[src/rtl/io_loader.sv]
// Host-side I/O sequencer for the processor: streams input bytes into the data-in window,
// runs the core until it halts or times out, then streams the data-out window back.
module io_loader #(
  parameter int          ADDR_WIDTH     = 32,
  parameter int unsigned DIN_ADDR       = 32'h3E00,
  parameter int unsigned DOUT_ADDR      = 32'h3F00,
  parameter int unsigned MAX_IO_SIZE    = 256,
  parameter int unsigned HALT_PC        = 32'h14,
  parameter int unsigned RESET_CYCLES   = 2,
  parameter int unsigned TIMEOUT_CYCLES = 100000
) (
  input  logic                  clock,
  input  logic                  reset,
  input  logic                  start,
  input  logic                  in_valid,
  output logic                  in_ready,
  input  logic [7:0]            in_data,
  input  logic                  in_last,
  output logic                  memEn,
  output logic [ADDR_WIDTH-1:0] memAddr,
  output logic [31:0]           memData,
  output logic [ADDR_WIDTH-1:0] rdAddr,
  input  logic [7:0]            rdData,
  input  logic [31:0]           pc,
  input  logic [31:0]           a0,
  output logic                  cpuReset,
  output logic                  out_valid,
  input  logic                  out_ready,
  output logic [7:0]            out_data,
  output logic                  out_last,
  output logic                  busy,
  output logic                  done,
  output logic                  timeout,
  output logic                  overflow,
  output logic [31:0]           retCode
);

  localparam int NB_W = $clog2(MAX_IO_SIZE + 1);
  localparam logic [ADDR_WIDTH-1:0] DIN_BASE  = ADDR_WIDTH'(DIN_ADDR);
  localparam logic [ADDR_WIDTH-1:0] DOUT_BASE = ADDR_WIDTH'(DOUT_ADDR);
  localparam logic [NB_W-1:0]       LAST_IDX  = NB_W'(MAX_IO_SIZE - 1);
  localparam logic [NB_W-1:0]       MAX_NB    = NB_W'(MAX_IO_SIZE);
  localparam logic [31:0]           CLAMP_A0  = 32'(MAX_IO_SIZE / 4);
  localparam logic [31:0]           RST_LAST  = 32'(RESET_CYCLES - 1);
  localparam logic [31:0]           TO_LAST   = 32'(TIMEOUT_CYCLES - 1);
  localparam logic [31:0]           HALT      = 32'(HALT_PC);

  typedef enum logic [2:0] {S_IDLE, S_LOAD, S_CPURST, S_RUN, S_DRAIN, S_DONE} state_t;

  state_t          state_q;
  logic [NB_W-1:0] idx_q;
  logic [NB_W-1:0] nbytes_q;
  logic [NB_W-1:0] nbytes_d;
  logic [NB_W-1:0] idx_next_s;
  logic [31:0]     cnt_q;
  logic            cpu_reset_q, busy_q, done_q, timeout_q, overflow_q;
  logic [31:0]     ret_code_q;
  logic [ADDR_WIDTH-1:0] rd_addr_q;
  logic            out_valid_q, out_last_q, fresh_q;
  logic [7:0]      out_data_q;

  assign in_ready   = (state_q == S_LOAD);
  assign memEn      = in_valid && in_ready;
  assign memAddr    = memEn ? (DIN_BASE + ADDR_WIDTH'(idx_q)) : {ADDR_WIDTH{1'b0}};
  assign memData    = memEn ? {24'd0, in_data} : 32'd0;
  assign idx_next_s = idx_q + {{(NB_W-1){1'b0}}, 1'b1};

  // The read port has one cycle of latency, so the first valid cycle forwards rdData and later cycles hold it.
  assign out_data  = fresh_q ? rdData : out_data_q;
  assign out_valid = out_valid_q;
  assign out_last  = out_last_q;
  assign rdAddr    = rd_addr_q;
  assign cpuReset  = cpu_reset_q;
  assign busy      = busy_q;
  assign done      = done_q;
  assign timeout   = timeout_q;
  assign overflow  = overflow_q;
  assign retCode   = ret_code_q;

  always_comb begin
    if (a0 >= CLAMP_A0) begin
      nbytes_d = MAX_NB;
    end else begin
      nbytes_d = {a0[NB_W-3:0], 2'b00};
    end
  end

  always_ff @(posedge clock or negedge reset) begin
    if (!reset) begin
      state_q     <= S_IDLE;
      idx_q       <= {NB_W{1'b0}};
      nbytes_q    <= {NB_W{1'b0}};
      cnt_q       <= 32'd0;
      cpu_reset_q <= 1'b1;
      busy_q      <= 1'b0;
      done_q      <= 1'b0;
      timeout_q   <= 1'b0;
      overflow_q  <= 1'b0;
      ret_code_q  <= 32'd0;
      rd_addr_q   <= {ADDR_WIDTH{1'b0}};
      out_valid_q <= 1'b0;
      out_last_q  <= 1'b0;
      out_data_q  <= 8'd0;
      fresh_q     <= 1'b0;
    end else begin
      case (state_q)
        S_IDLE, S_DONE: begin
          if (start) begin
            state_q     <= S_LOAD;
            idx_q       <= {NB_W{1'b0}};
            busy_q      <= 1'b1;
            done_q      <= 1'b0;
            timeout_q   <= 1'b0;
            overflow_q  <= 1'b0;
            ret_code_q  <= 32'd0;
            cpu_reset_q <= 1'b1;
          end
        end
        S_LOAD: begin
          if (in_valid) begin
            idx_q <= idx_next_s;
            if (in_last) begin
              state_q <= S_CPURST;
              cnt_q   <= 32'd0;
            end else if (idx_q == LAST_IDX) begin
              overflow_q <= 1'b1;
              state_q    <= S_CPURST;
              cnt_q      <= 32'd0;
            end
          end
        end
        S_CPURST: begin
          if (cnt_q == RST_LAST) begin
            state_q     <= S_RUN;
            cnt_q       <= 32'd0;
            cpu_reset_q <= 1'b0;
          end else begin
            cnt_q <= cnt_q + 32'd1;
          end
        end
        S_RUN: begin
          // Halt is checked first so it wins over a simultaneous timeout.
          if (pc == HALT) begin
            ret_code_q  <= a0;
            cpu_reset_q <= 1'b1;
            nbytes_q    <= nbytes_d;
            idx_q       <= {NB_W{1'b0}};
            rd_addr_q   <= DOUT_BASE;
            if (nbytes_d == {NB_W{1'b0}}) begin
              state_q <= S_DONE;
              busy_q  <= 1'b0;
              done_q  <= 1'b1;
            end else begin
              state_q <= S_DRAIN;
            end
          end else if (cnt_q == TO_LAST) begin
            timeout_q   <= 1'b1;
            cpu_reset_q <= 1'b1;
            state_q     <= S_DONE;
            busy_q      <= 1'b0;
            done_q      <= 1'b1;
          end else begin
            cnt_q <= cnt_q + 32'd1;
          end
        end
        S_DRAIN: begin
          if (!out_valid_q) begin
            out_valid_q <= 1'b1;
            fresh_q     <= 1'b1;
            out_last_q  <= (idx_q == (nbytes_q - {{(NB_W-1){1'b0}}, 1'b1}));
          end else begin
            if (fresh_q) begin
              out_data_q <= rdData;
              fresh_q    <= 1'b0;
            end
            if (out_ready) begin
              out_valid_q <= 1'b0;
              out_last_q  <= 1'b0;
              if (out_last_q) begin
                state_q <= S_DONE;
                busy_q  <= 1'b0;
                done_q  <= 1'b1;
              end else begin
                idx_q     <= idx_next_s;
                rd_addr_q <= DOUT_BASE + ADDR_WIDTH'(idx_next_s);
              end
            end
          end
        end
        default: begin
          state_q <= S_IDLE;
        end
      endcase
    end
  end

endmodule

[config.mk]
export PLATFORM = sky130hd
export DESIGN_NAME = io_loader
export DESIGN_NICKNAME = d
export VERILOG_FILES = /design/src/rtl/io_loader.sv
export SDC_FILE = /design/constraint.sdc
export NUM_CORES = 1
export LEC_CHECK = 0
export ABC_CLOCK_PERIOD_IN_PS = 5800
export CAP_MARGIN = 20
export CORE_MARGIN = 2
export CORE_UTILIZATION = 42
export CTS_BUF_LIST = sky130_fd_sc_hd__clkbuf_4 sky130_fd_sc_hd__clkbuf_8
export DETAILED_ROUTE_END_ITERATION = 8
export PLACE_DENSITY = 0.83
export SETUP_SLACK_MARGIN = 0.02
export SLEW_MARGIN = 30
export SYNTH_ARGS = -nofsm -noshare
export SYNTH_HDL_FRONTEND = slang
export SYNTH_SLANG_ARGS = --single-unit
[constraint.sdc]
create_clock -name clock -period 5.8 [get_ports clock]
set_input_delay 0.58 -clock clock [delete_from_list [all_inputs] [get_ports clock]]
set_output_delay 0.58 -clock clock [all_outputs]
set_load 0.05 [all_outputs]
Word level (Yosys, flattened, before mapping)
Cells that the tools add are included.
- add/sub/neg operators: 5
- multiply operators: 0
- div/mod/pow operators: 0
- order comparisons: 1
- equal/unequal tests: 27
- shifts and indexed selects: 0
- multiplexer cells: 68
- bitwise operators: 0
- reductions and logical operators: 23
- operator list (operator ; number):
    $mux W32 ; 12
    $pmux W32 S2 ; 2
    $pmux W32 S3 ; 1
    $mux W9 ; 7
    $pmux W9 S4 ; 1
    $add A32 B1 Y32 const B ; 1
    $eq A32 B1 Y1 const B ; 1
    $eq A32 B17 Y1 const B ; 1
    $eq A32 B5 Y1 const B ; 1
    $ge A32 B7 Y1 const B ; 1
    $add A14 B9 Y15 const A ; 2
    $mux W3 ; 10
    $mux W1 ; 26
    $ne A2 B2 Y1 const B ; 13
    $mux W8 ; 2
    $mux W15 ; 1
    $pmux W3 S5 ; 1
    $reduce_and A5 Y1 ; 3
    $reduce_and A7 Y1 ; 2
    $add A9 B1 Y9 const B ; 1
    $eq A9 B8 Y1 const B ; 1
    $eq A9 B9 Y1 ; 1
    $logic_not A9 Y1 ; 1
    $pmux W1 S3 ; 3
    other kinds (18) ; 29
- flip-flop bits (word level): 133
- latch bits: 0
- RAM bits: 0
- ROM bits: 0
- input bits: 86
- output and inout bits: 145
- logic and storage cells: 139
- memories: 0

Depth between registers and ports, before layout
Gate-level depths: netlist of the first run.
- depth in word-level cells: 6
- gate-level depth with buffers: 12
- depth with buffers taken out: 11

Worst setup path after synthesis of the first run
No wires, ideal clock.
- path type: reg-to-reg
- start point: register idx_q[0]
- end point: register cnt_q[20]
- library setup time: 0.066 ns
- arrival: 2.931 ns
- path slack: 2.803 ns
- cell stages (with the launch flop): 13
- buffers on the path: 2
- period minus slack after synthesis: 2.997 ns
- cells stage by stage: dfrtp_1 > ha_1 > and3_1 > and3_1 > and3_1 > ha_1 > o211a_1 > o21ba_2 > clkbuf_1 > and2_1 > buf_2 > or4_1 > nand2_1
- cells in the longest elaborated chain, start to end: 3
- RTL lines (element ; RTL line ; source):
    start: declaration ; 51 ; logic [NB_W-1:0] idx_q;
    start signal: assignment ; 91 ; idx_q <= {NB_W{1'b0}};
    start signal: assignment ; 110 ; idx_q <= {NB_W{1'b0}};
    start signal: assignment ; 121 ; idx_q <= idx_next_s;
    $eq A9 B8 Y1 ; 125 ; end else if (idx_q == LAST_IDX) begin
    $ne A3 B1 Y1 (no line) ; n/a ;
    $reduce_and A5 Y1 (no line) ; n/a ;
    end signal: assignment ; 138 ; cnt_q <= cnt_q + 32'd1;
    end signal: assignment ; 163 ; cnt_q <= cnt_q + 32'd1;
    end: declaration ; 55 ; logic [31:0] cnt_q;
Every way passes these cells.
A chain may end at the register's enable or synchronous reset.

Worst setup path after layout of the first run
- start point: register state_q[0]
- end point: output memAddr[8]
- cells in the longest elaborated chain, start to end: 3
- RTL lines (element ; RTL line ; source):
    start: declaration ; 50 ; state_t state_q;
    start signal: assignment ; 90 ; state_q <= S_IDLE;
    start signal: assignment ; 109 ; state_q <= S_LOAD;
    start signal: assignment ; 123 ; state_q <= S_CPURST;
    $eq A3 B1 Y1 ; 62 ; assign in_ready = (state_q == S_LOAD);
    $logic_and A1 B1 Y1 ; 63 ; assign memEn = in_valid && in_ready;
    $mux W15 ; 64 ; assign memAddr = memEn ? (DIN_BASE + ADDR_WIDTH'(idx_q)) : {ADDR_WIDTH{1'b0}};
    end: declaration ; 20 ; output logic [ADDR_WIDTH-1:0] memAddr,
Every way passes these cells.

==> reports/qor.yml, run 1 <==
yosysWarnings: 0
ys_seq_elements: 109
async_flop_share_pct: 100
hold_viol_final: 0
tns_ps: 0
fillers: 1411
yosysTopAreaCellShare_pct: 41.3
p_seq_share_pct: 33.8
routed-via-count: 6013
num_antenna_cells: 0
crit_family: "simple AND/OR/NAND/NOR gates"
worstPathMaxFanout: 23
cts-root-buf: "clkbuf_8"
slowest_delay_ps: 810
cp-end-kind: "output port"
final-seq-area_mm2: 0.00273
cts_tree: "yes"
synth_common_cells: "108 x dfrtp_1, 90 x nand2_1, 69 x buf_4"
ant_nets: 0
drtIter0Drc: 530
holdBufCountCts: 0
numCtsBuffers: 9
wire_per_inst_um: 16.3
setup_viol: 0
die_w_um: 129
post_cts_resized: 0
place_congestion: 0.868
grt_use_total_pct: 20.6
synth_seq_area_share_pct: 41.7
cp.required_ps: 5220
tightest_slew_ps: 830
fmax_mhz: 285
placedCellCount: 1059
via_per_inst: 5.59
layout.nets: 973
fin_util_pct: 54.4
holdCritPathClass: "in -> async"
io_pins: 231
cp.depth: 4
path_class: "reg -> out"
synth_flop_cell: "dfrtp_1"
ys_types: 56
die_h_um: 129
synth_edf_count: 0
syn_area_mm2: 0.00655
grt_max_degree: 64
yosysMostFrequentCell: "dfrtp_1"
drv_slew: 0
core_area_mm2: 0.0152
clk-insertion-delay-late_ps: 370
drc: 0
combinationalPowerShare_pct: 49.6
cp.arrival_ps: 2930
cts_setup_buffers: 0
r2r_cells: 10
routed_wl_mm: 17.5
hpwl_mm: 12.9
multi_input_area_mm2: 0.00329
cp_slowest_cell: "clkdlybuf4s50_1"
syn_avg_cell_area_um2: 8.71
final_cells: 1075
port_buffers: 171
p_int_w: 0.00159
p_leak_nw: 3.39
cts_buffer_depth: 2
outcome: "finished clean"
syn_inst: 752
dr.pass1.iters: 5
rsz0062_at_grt: "no"
path_clk_slew_ps: 110
synth_area_leaders: "dfrtp_1 41%, buf_4 7.9%, nand2_1 5.2%"
grt_overflow: 0
sw_frac_of_total_pct: 46.9
p_clk_share_pct: 16.6
clock_skew_ps: 8.38
rows: 45
syn_to_final_growth_pct: 26.3
max_slew_margin_pct: 44.7
dieArea_mm2: 0.0166
first_global_vias: 5446
grt_pass1_wl_mm: 27.6
period_share_pct: 60.5
synth_largest_area_cell: "dfrtp_1"
cap_violations: 0
start_util_pct: 43.1
antenna_found_initial: 0
drive_above_1_share_pct: 5.98
finalCriticalPeriod_ps: 3510
irDropWorstVdd_mv: 0.178
htree_num_levels: 3
power_density_mw_per_mm2: 362
worst-path-buf-inv: 1
crit_chain: "nor2b_1, and3_1, and2_1, clkdlybuf4s50_1"
clock-sinks: 109
crit_path_start_kind: "flop"
power_switching_w: 0.00141
cell type report:
class / instances / area share [%]
Inverter: 14 / 0.635
Sequential cell: 109 / 33.0
Tap cell: 188 / 2.84
Timing Repair Buffer: 177 / 21.2
Clock inverter: 4 / 0.680
Clock buffer: 12 / 1.92
Multi-Input combinational cell: 571 / 39.7
per-stage QoR:
stage	total power (W)	area, um2	setup WS [ps]	hold slack (ps)
final	0.00300	8270	2290	225
after detailed placement	0.00251	8060	2320	469
after CTS	0.00301	8270	2250	251
after global routing	0.00316	8270	2050	270
after floorplan	0.00207	6770	2800	284
after global placement	0.00249	8050	2220	462
layout by cell type, fill, tap and decap left out, types with 2 or more instances in the layout:
| master | netlist | layout |
|---|---|---|
| nor4_1 | 26 | 26 |
| a21o_1 | 2 | 2 |
| xnor2_1 | 10 | 10 |
| ha_1 | 5 | 5 |
| dfrtp_1 | 108 | 108 |
| or3_2 | 1 | 2 |
| nor2_1 | 26 | 25 |
| or4_1 | 25 | 25 |
| buf_4 | 69 | 7 |
| clkbuf_8 | 0 | 11 |
| nand2b_1 | 3 | 3 |
| inv_1 | 13 | 13 |
| o211a_1 | 2 | 2 |
| conb_1 | 1 | 59 |
| o211ai_1 | 9 | 9 |
| o21ai_0 | 62 | 62 |
| nand4_1 | 23 | 23 |
| clkinv_4 | 0 | 3 |
| and3_1 | 12 | 12 |
| and2_1 | 24 | 24 |
| nor2b_1 | 5 | 5 |
| mux2_2 | 19 | 19 |
| nand2_1 | 90 | 90 |
| or3_1 | 10 | 9 |
| nor4b_1 | 3 | 3 |
| xor2_1 | 6 | 6 |
| clkdlybuf4s50_1 | 0 | 170 |
| and4_1 | 6 | 6 |
| nand3_1 | 52 | 52 |
| a21oi_1 | 28 | 28 |
| o31ai_1 | 25 | 25 |
| nor3_1 | 12 | 12 |
| o22a_1 | 4 | 4 |
layer usage:
metal / part of all wire [%] / vias up / track usage (%)
li1: - / 2845 / -
met5: 0 / - / 0
met4: 1.5 / 0 / 4.99
met1: 43 / 2918 / 27.8
met2: 50 / 231 / 34.3
met3: 5.7 / 19 / 4.12
power by group through the flow:
stage	Sequential (W)	Clock (W)	Combinational, W
6_report	0.00101	0.000497	0.00149
5_1_grt	0.00103	0.000544	0.00158
4_1_cts	0.00101	0.000511	0.00149
3_5_place_dp	0.00102	0	0.00149
3_3_place_gp	0.00102	0	0.00147
2_1_floorplan	0.00122	0	0.000851
worst paths after layout:
kind	from	endpoint	slack [ps]
worst max-delay path	state_q[0]$_DFFE_PN0P_	memAddr[8]	2290
max in group asynchronous	reset	retCode[2]$_DFFE_PN0P_	4370
worst min register to register	rdAddr[0]$_DFFE_PN0P_	rdAddr[0]$_DFFE_PN0P_	490
worst min-delay path	reset	rdAddr[13]$_DFFE_PN0P_	230
min in group clock	rdAddr[0]$_DFFE_PN0P_	rdAddr[0]$_DFFE_PN0P_	490
worst max register to register	idx_q[0]$_DFFE_PN0P_	state_q[2]$_DFFE_PN0P_	2490
state kept, by name, summed over array words and instances (netlist names), 3 cells and up:
| register | cells |
|---|---|
| cnt_q | 32 |
| retCode | 32 |
| rdAddr | 10 |
| idx_q | 9 |
| out_data_q | 8 |
| nbytes_q | 7 |
| state_q | 3 |
cells by family (layout without fill, tap and decap cells):
group	after synthesis	in the layout	share of synthesized area, %
AO/OA/AOI/OAI	148	148	13.9
multiplexers	19	19	3.27
other	1	59	0.0573
buffers and inverters	130	207	11.7
XOR/XNOR	16	16	2.14
flip-flops	109	109	41.7
AND/OR/NAND/NOR	324	324	26.3
adder cells (fa/ha/maj)	5	5	0.955
Note: power is estimated with default switching activity, not from simulation.
==> inputs of run 2 (changes only) <==
--- a/config.mk
+++ b/config.mk
@@ -5,7 +5,7 @@
 export SDC_FILE = /design/constraint.sdc
 export NUM_CORES = 1
 export LEC_CHECK = 0
-export ABC_CLOCK_PERIOD_IN_PS = 5800
+export ABC_CLOCK_PERIOD_IN_PS = 3400
 export CAP_MARGIN = 20
 export CORE_MARGIN = 2
 export CORE_UTILIZATION = 42
==> constraint.sdc (replaced) <==
create_clock -name clock -period 3.4 [get_ports clock]
set_input_delay 0.34 -clock clock [delete_from_list [all_inputs] [get_ports clock]]
set_output_delay 0.34 -clock clock [all_outputs]
set_load 0.05 [all_outputs]
==> reports/qor.yml, run 2 (synthesis results as in run 1) <==
final-seq-area_mm2: 0.00273  # unchanged
finalCriticalPeriod_ps: 3210
layout.nets: 984  # +1.1%
grt_overflow: 0  # unchanged
first_global_vias: 5668  # +4.1%
cts_setup_buffers: 0  # unchanged
crit_chain: "ha_1, and3_1, and3_1, and3_1, ha_1, o211a_1, o21ba_2, and2_1, or4_1, nand2_1"
wire_per_inst_um: 16.4  # +1.0%
fillers: 1385  # -1.8%
p_leak_nw: 3.44  # +1.6%
dr.pass1.iters: 5  # unchanged
antenna_found_initial: 0  # unchanged
cts_buffer_depth: 2  # unchanged
place_ws_ps: 277  # -2040 ps
drc: 0  # unchanged
io_pins: 231  # unchanged
drv_slew: 0  # unchanged
die_h_um: 129  # unchanged
rsz0062_at_grt: "no"
slowest_delay_ps: 600  # -210 ps
grt_use_total_pct: 21.4  # +0.79 points
tightest_slew_ps: 766  # -64.4 ps
htree_num_levels: 3  # unchanged
post_cts_resized: 0  # unchanged
dieArea_mm2: 0.0166  # unchanged
max_slew_margin_pct: 49.0  # +4.3 points
path_clk_slew_ps: 100  # about the same
cts-root-buf: "clkbuf_8"
power_density_mw_per_mm2: 619  # +71%
crit_path_start_kind: "flop"
drtIter0Drc: 423  # -20%
cp.arrival_ps: 3540  # +610 ps
worstPathMaxFanout: 20  # -13%
routed-via-count: 6067  # +0.90%
hold_viol_final: 0  # unchanged
final_cells: 1086  # +1.0%
rows: 45  # unchanged
grt_max_degree: 66  # +3.1%
syn_to_final_growth_pct: 27.6
numCtsBuffers: 9  # unchanged
layout_common_cells: "170 x clkdlybuf4s50_1, 108 x dfrtp_1, 90 x nand2_1"
clk-insertion-delay-late_ps: 390  # +20 ps
tns_ps: 0  # unchanged
fmax_mhz: 311
cp.required_ps: 3720  # -1500 ps
die_w_um: 129  # unchanged
whs_ps: 485  # +260 ps
cap_violations: 0  # unchanged
num_antenna_cells: 0  # unchanged
irDropWorstVdd_mv: 0.346  # +95%
place_congestion: 0.874  # +0.61%
path_class: "reg -> reg"
cts_tree: "yes"
period_share_pct: 94.5
outcome: "finished clean"
clock_skew_ps: 12.0  # +3.57 ps
port_buffers: 171  # unchanged
start_util_pct: 43.1  # unchanged
drive_above_1_share_pct: 6.90  # +0.93 points
cp-end-kind: "flop"
core_area_mm2: 0.0152  # unchanged
clock-sinks: 109  # unchanged
cp_slowest_cell: "or4_1"
worst_slack_ps: 186  # -2100 ps
ant_nets: 0  # unchanged
holdCritPathClass: "reg -> reg"
multi_input_area_mm2: 0.00328  # -0.11%
via_per_inst: 5.59  # -0.12%
hpwl_mm: 13.2  # +2.7%
final_common_cell: "clkdlybuf4s50_1"
grt_pass1_wl_mm: 28.5  # +3.2%
crit_top_cell: "and3_1"
routed_wl_mm: 17.8  # +2.0%
placedCellCount: 1069  # +0.94%
setup_viol: 0  # unchanged
[run 2: worst max-delay path, delay by kind of cell, from the launching register on]
family | cells | cell delay (ps)
compound gates | 2 | 460
fa+ha+maj | 2 | 500
flops | 1 | 440
simple gates | 6 | 1740
[run 2: path summary, 6_finish.rpt]
kind / startpoint / end / slack (ps) / cells past startpoint
setup / recovery: idx_q[0]$_DFFE_PN0P_ / cnt_q[20]$_DFFE_PN0P_ / 190 / 10
max in group asynchronous: reset / cpuReset$_DFFE_PN1P_ / 2170 / 3
setup reg to reg: idx_q[0]$_DFFE_PN0P_ / cnt_q[20]$_DFFE_PN0P_ / 190 / 10
hold reg to reg: rdAddr[7]$_DFFE_PN0P_ / rdAddr[7]$_DFFE_PN0P_ / 490 / 2
hold / removal: rdAddr[7]$_DFFE_PN0P_ / rdAddr[7]$_DFFE_PN0P_ / 490 / 2
min in group asynchronous: reset / rdAddr[13]$_DFFE_PN0P_ / 500 / 2
[run 2: area by class of cell]
cell class / instances / area share [%]
flip-flops and latches: 109 / 32.6
multi-input cells: 571 / 39.3
inverters: 14 / 0.629
clock inverters: 4 / 0.584
well taps: 188 / 2.81
clock buffers: 12 / 1.83
repair buffers: 188 / 22.2
[run 2: repair_timing]
item,CTS,global route
hold buffers,0,1
hold endpoints to repair,0,15
endpoints found under the setup margin,0,0
[run 2: layer usage]
| metal | GRT usage (%) | vias up | wire, um |
|---|---|---|---|
| met5 | 0 | - | 0 |
| li1 | - | 2867 | - |
| met2 | 35.6 | 244 | 8980 |
| met1 | 28.5 | 2925 | 7520 |
| met3 | 3.83 | 31 | 944 |
| met4 | 6.71 | 0 | 378 |
[run 2: where the power goes]
group          switching [W]  internal [W]
Sequential          0.000167       0.00151
Combinational        0.00181      0.000869
Clock               0.000451      0.000377
[run 2: per-stage QoR]
step                      instance area (um2)  util (%)  power (W)
final                                    8360      55.0    0.00518
after global routing                     8360      55.0    0.00544
after CTS                                8340      54.9    0.00519
after detailed placement                 8140      53.6    0.00437
after global placement                   8140      53.6    0.00431
after floorplan                          6770         -    0.00353
==> inputs of run 3 (changes only) <==
--- a/config.mk
+++ b/config.mk
@@ -11,7 +11,7 @@
 export CORE_UTILIZATION = 42
 export CTS_BUF_LIST = sky130_fd_sc_hd__clkbuf_4 sky130_fd_sc_hd__clkbuf_8
 export DETAILED_ROUTE_END_ITERATION = 8
-export PLACE_DENSITY = 0.83
+export PLACE_DENSITY_LB_ADDON = 0.15
 export SETUP_SLACK_MARGIN = 0.02
 export SLEW_MARGIN = 30
 export SYNTH_ARGS = -nofsm -noshare
==> reports/qor.yml, run 3 (synthesis results as in run 1) <==
outcome: "finished clean"
worst-path-buf-inv: 0  # unchanged
port_buffers: 171  # unchanged
max_slew_margin_pct: 43.5  # -5.5 points
syn_to_final_growth_pct: 27.8
routed-via-count: 5997  # -1.2%
crit_chain: "ha_1, and3_1, and3_1, and3_1, ha_1, o211a_1, o21ba_2, nand2_2, or4_1, or3_1, a21oi_2"
cp_slowest_cell: "or4_1"
period_share_pct: 93.3  # -1.3 points
final_cells: 1086  # unchanged
fin_area_mm2: 0.00837  # +0.13%
cts_tree: "yes"
hold_viol_final: 0  # unchanged
dr.pass1.iters: 4  # -1
drc: 0  # unchanged
crit_path_start_kind: "flop"
routed_wl_mm: 17.6  # -1.4%
die_h_um: 129  # unchanged
clock-sinks: 109  # unchanged
drv_slew: 0  # unchanged
grt_use_total_pct: 21.1  # -0.34 points
cap_violations: 0  # unchanged
rows: 45  # unchanged
io_pins: 231  # unchanged
drtIter0Drc: 391  # -7.6%
grt_pass1_wl_mm: 28.0  # -1.8%
p_leak_nw: 3.44  # -0.11%
clk-insertion-delay-late_ps: 390  # about the same
num_antenna_cells: 0  # unchanged
irDropWorstVdd_mv: 0.280  # -19%
start_util_pct: 43.1  # unchanged
htree_num_levels: 3  # unchanged
clock_skew_ps: 14.1  # +2.13 ps
cp.arrival_ps: 3490  # -50 ps
finalCriticalPeriod_ps: 3170  # -43.0 ps
ant_nets: 0  # unchanged
holdCritPathClass: "reg -> reg"
rsz0062_at_grt: "no"
via_per_inst: 5.52  # -1.2%
worstPathMaxFanout: 12  # -40%
path_clk_slew_ps: 110  # about the same
drive_above_1_share_pct: 7.24  # +0.33 points
placed_cell_area_mm2: 0.00816  # +0.15%
path_class: "reg -> reg"
setup_viol: 0  # unchanged
layout_common_cells: "170 x clkdlybuf4s50_1, 108 x dfrtp_1, 90 x nand2_1"
layout.nets: 984  # unchanged
cp.required_ps: 3720  # about the same
cts_setup_buffers: 0  # unchanged
antenna_found_initial: 0  # unchanged
placedCellCount: 1069  # unchanged
hpwl_mm: 13.0  # -1.7%
fmax_mhz: 315  # +1.4%
core_area_mm2: 0.0152  # unchanged
dieArea_mm2: 0.0166  # unchanged
crit_top_cell: "and3_1"
cts_buffer_depth: 2  # unchanged
cp-end-kind: "flop"
tightest_slew_ps: 847  # +81.8 ps
crit_family: "simple AND/OR/NAND/NOR gates"
first_global_vias: 5551  # -2.1%
cts-root-buf: "clkbuf_8"
die_w_um: 129  # unchanged
slowest_delay_ps: 530  # -70 ps
wire_per_inst_um: 16.2  # -1.4%
grt_max_degree: 64  # -3.0%
grt_overflow: 0  # unchanged
place_congestion: 0.861  # -1.5%
final_common_cell: "clkdlybuf4s50_1"
numCtsBuffers: 9  # unchanged
power_density_mw_per_mm2: 612  # -1.1%
tns_ps: 0  # unchanged
[run 3: changes by cell type in the layout (fill, tap and decap cells not counted), sizes merged]
cell      change
clkinv        -1
clkinvlp      +1
[run 3: through the flow]
| stage | power [W] | util [%] | setup WS, ps | hold WS, ps |
|---|---|---|---|---|
| floorplan | 0.00353 | - | 403 | 44.4 |
| global placement | 0.00429 | 53.6 | 282 | 418 |
| detailed placement | 0.00433 | 53.6 | 191 | 425 |
| CTS | 0.00516 | 55.0 | 152 | 491 |
| global route | 0.00541 | 55.1 | 38.5 | 525 |
| finish | 0.00512 | 55.1 | 229 | 484 |
[run 3: path summary, 6_finish.rpt]
kind | from | to | slack (ps) | cells after the start
min in group asynchronous | reset | rdAddr[13]$_DFFE_PN0P_ | 520 | 2
hold / removal | rdAddr[0]$_DFFE_PN0P_ | rdAddr[0]$_DFFE_PN0P_ | 480 | 2
hold reg to reg | rdAddr[0]$_DFFE_PN0P_ | rdAddr[0]$_DFFE_PN0P_ | 480 | 2
setup / recovery | idx_q[0]$_DFFE_PN0P_ | cnt_q[26]$_DFFE_PN0P_ | 230 | 11
max in group asynchronous | reset | retCode[6]$_DFFE_PN0P_ | 2120 | 3
setup reg to reg | idx_q[0]$_DFFE_PN0P_ | cnt_q[26]$_DFFE_PN0P_ | 230 | 11
[run 3: layout make-up]
cell class | count | area, um2
fillers | 1386 | 6830
multi-input cells | 571 | 3290
flip-flops and latches | 109 | 2730
repair buffers | 188 | 1860
well taps | 188 | 235
clock buffers | 12 | 153
inverters | 14 | 52.6
clock inverters | 4 | 47.5
[run 3: tightest hold or removal path, cell delays in order, from the launching register on]
cell and delay (ps):
dfrtp_1 360, nand2_1 50, o31ai_1 50
[run 3: timing repair]
item	in CTS	in global routing
hold endpoints to repair	3	0
endpoints found under the setup margin	0	24
resized for setup	0	3
hold buffers	1	0
[run 3: metal layers]
metal	part of all wire (%)	track usage, %	wire, um	up-vias
li1	-	-	-	2870
met1	43	27.7	7540	2867
met2	49	35.2	8580	228
met3	5.8	3.20	1020	32
met4	2.6	8.25	449	0
met5	0	0	0	-
[run 3: where the power goes]
| group | switching [W] | internal, W |
|---|---|---|
| Clock | 0.000446 | 0.000376 |
| Sequential | 0.000180 | 0.00151 |
| Combinational | 0.00176 | 0.000857 |
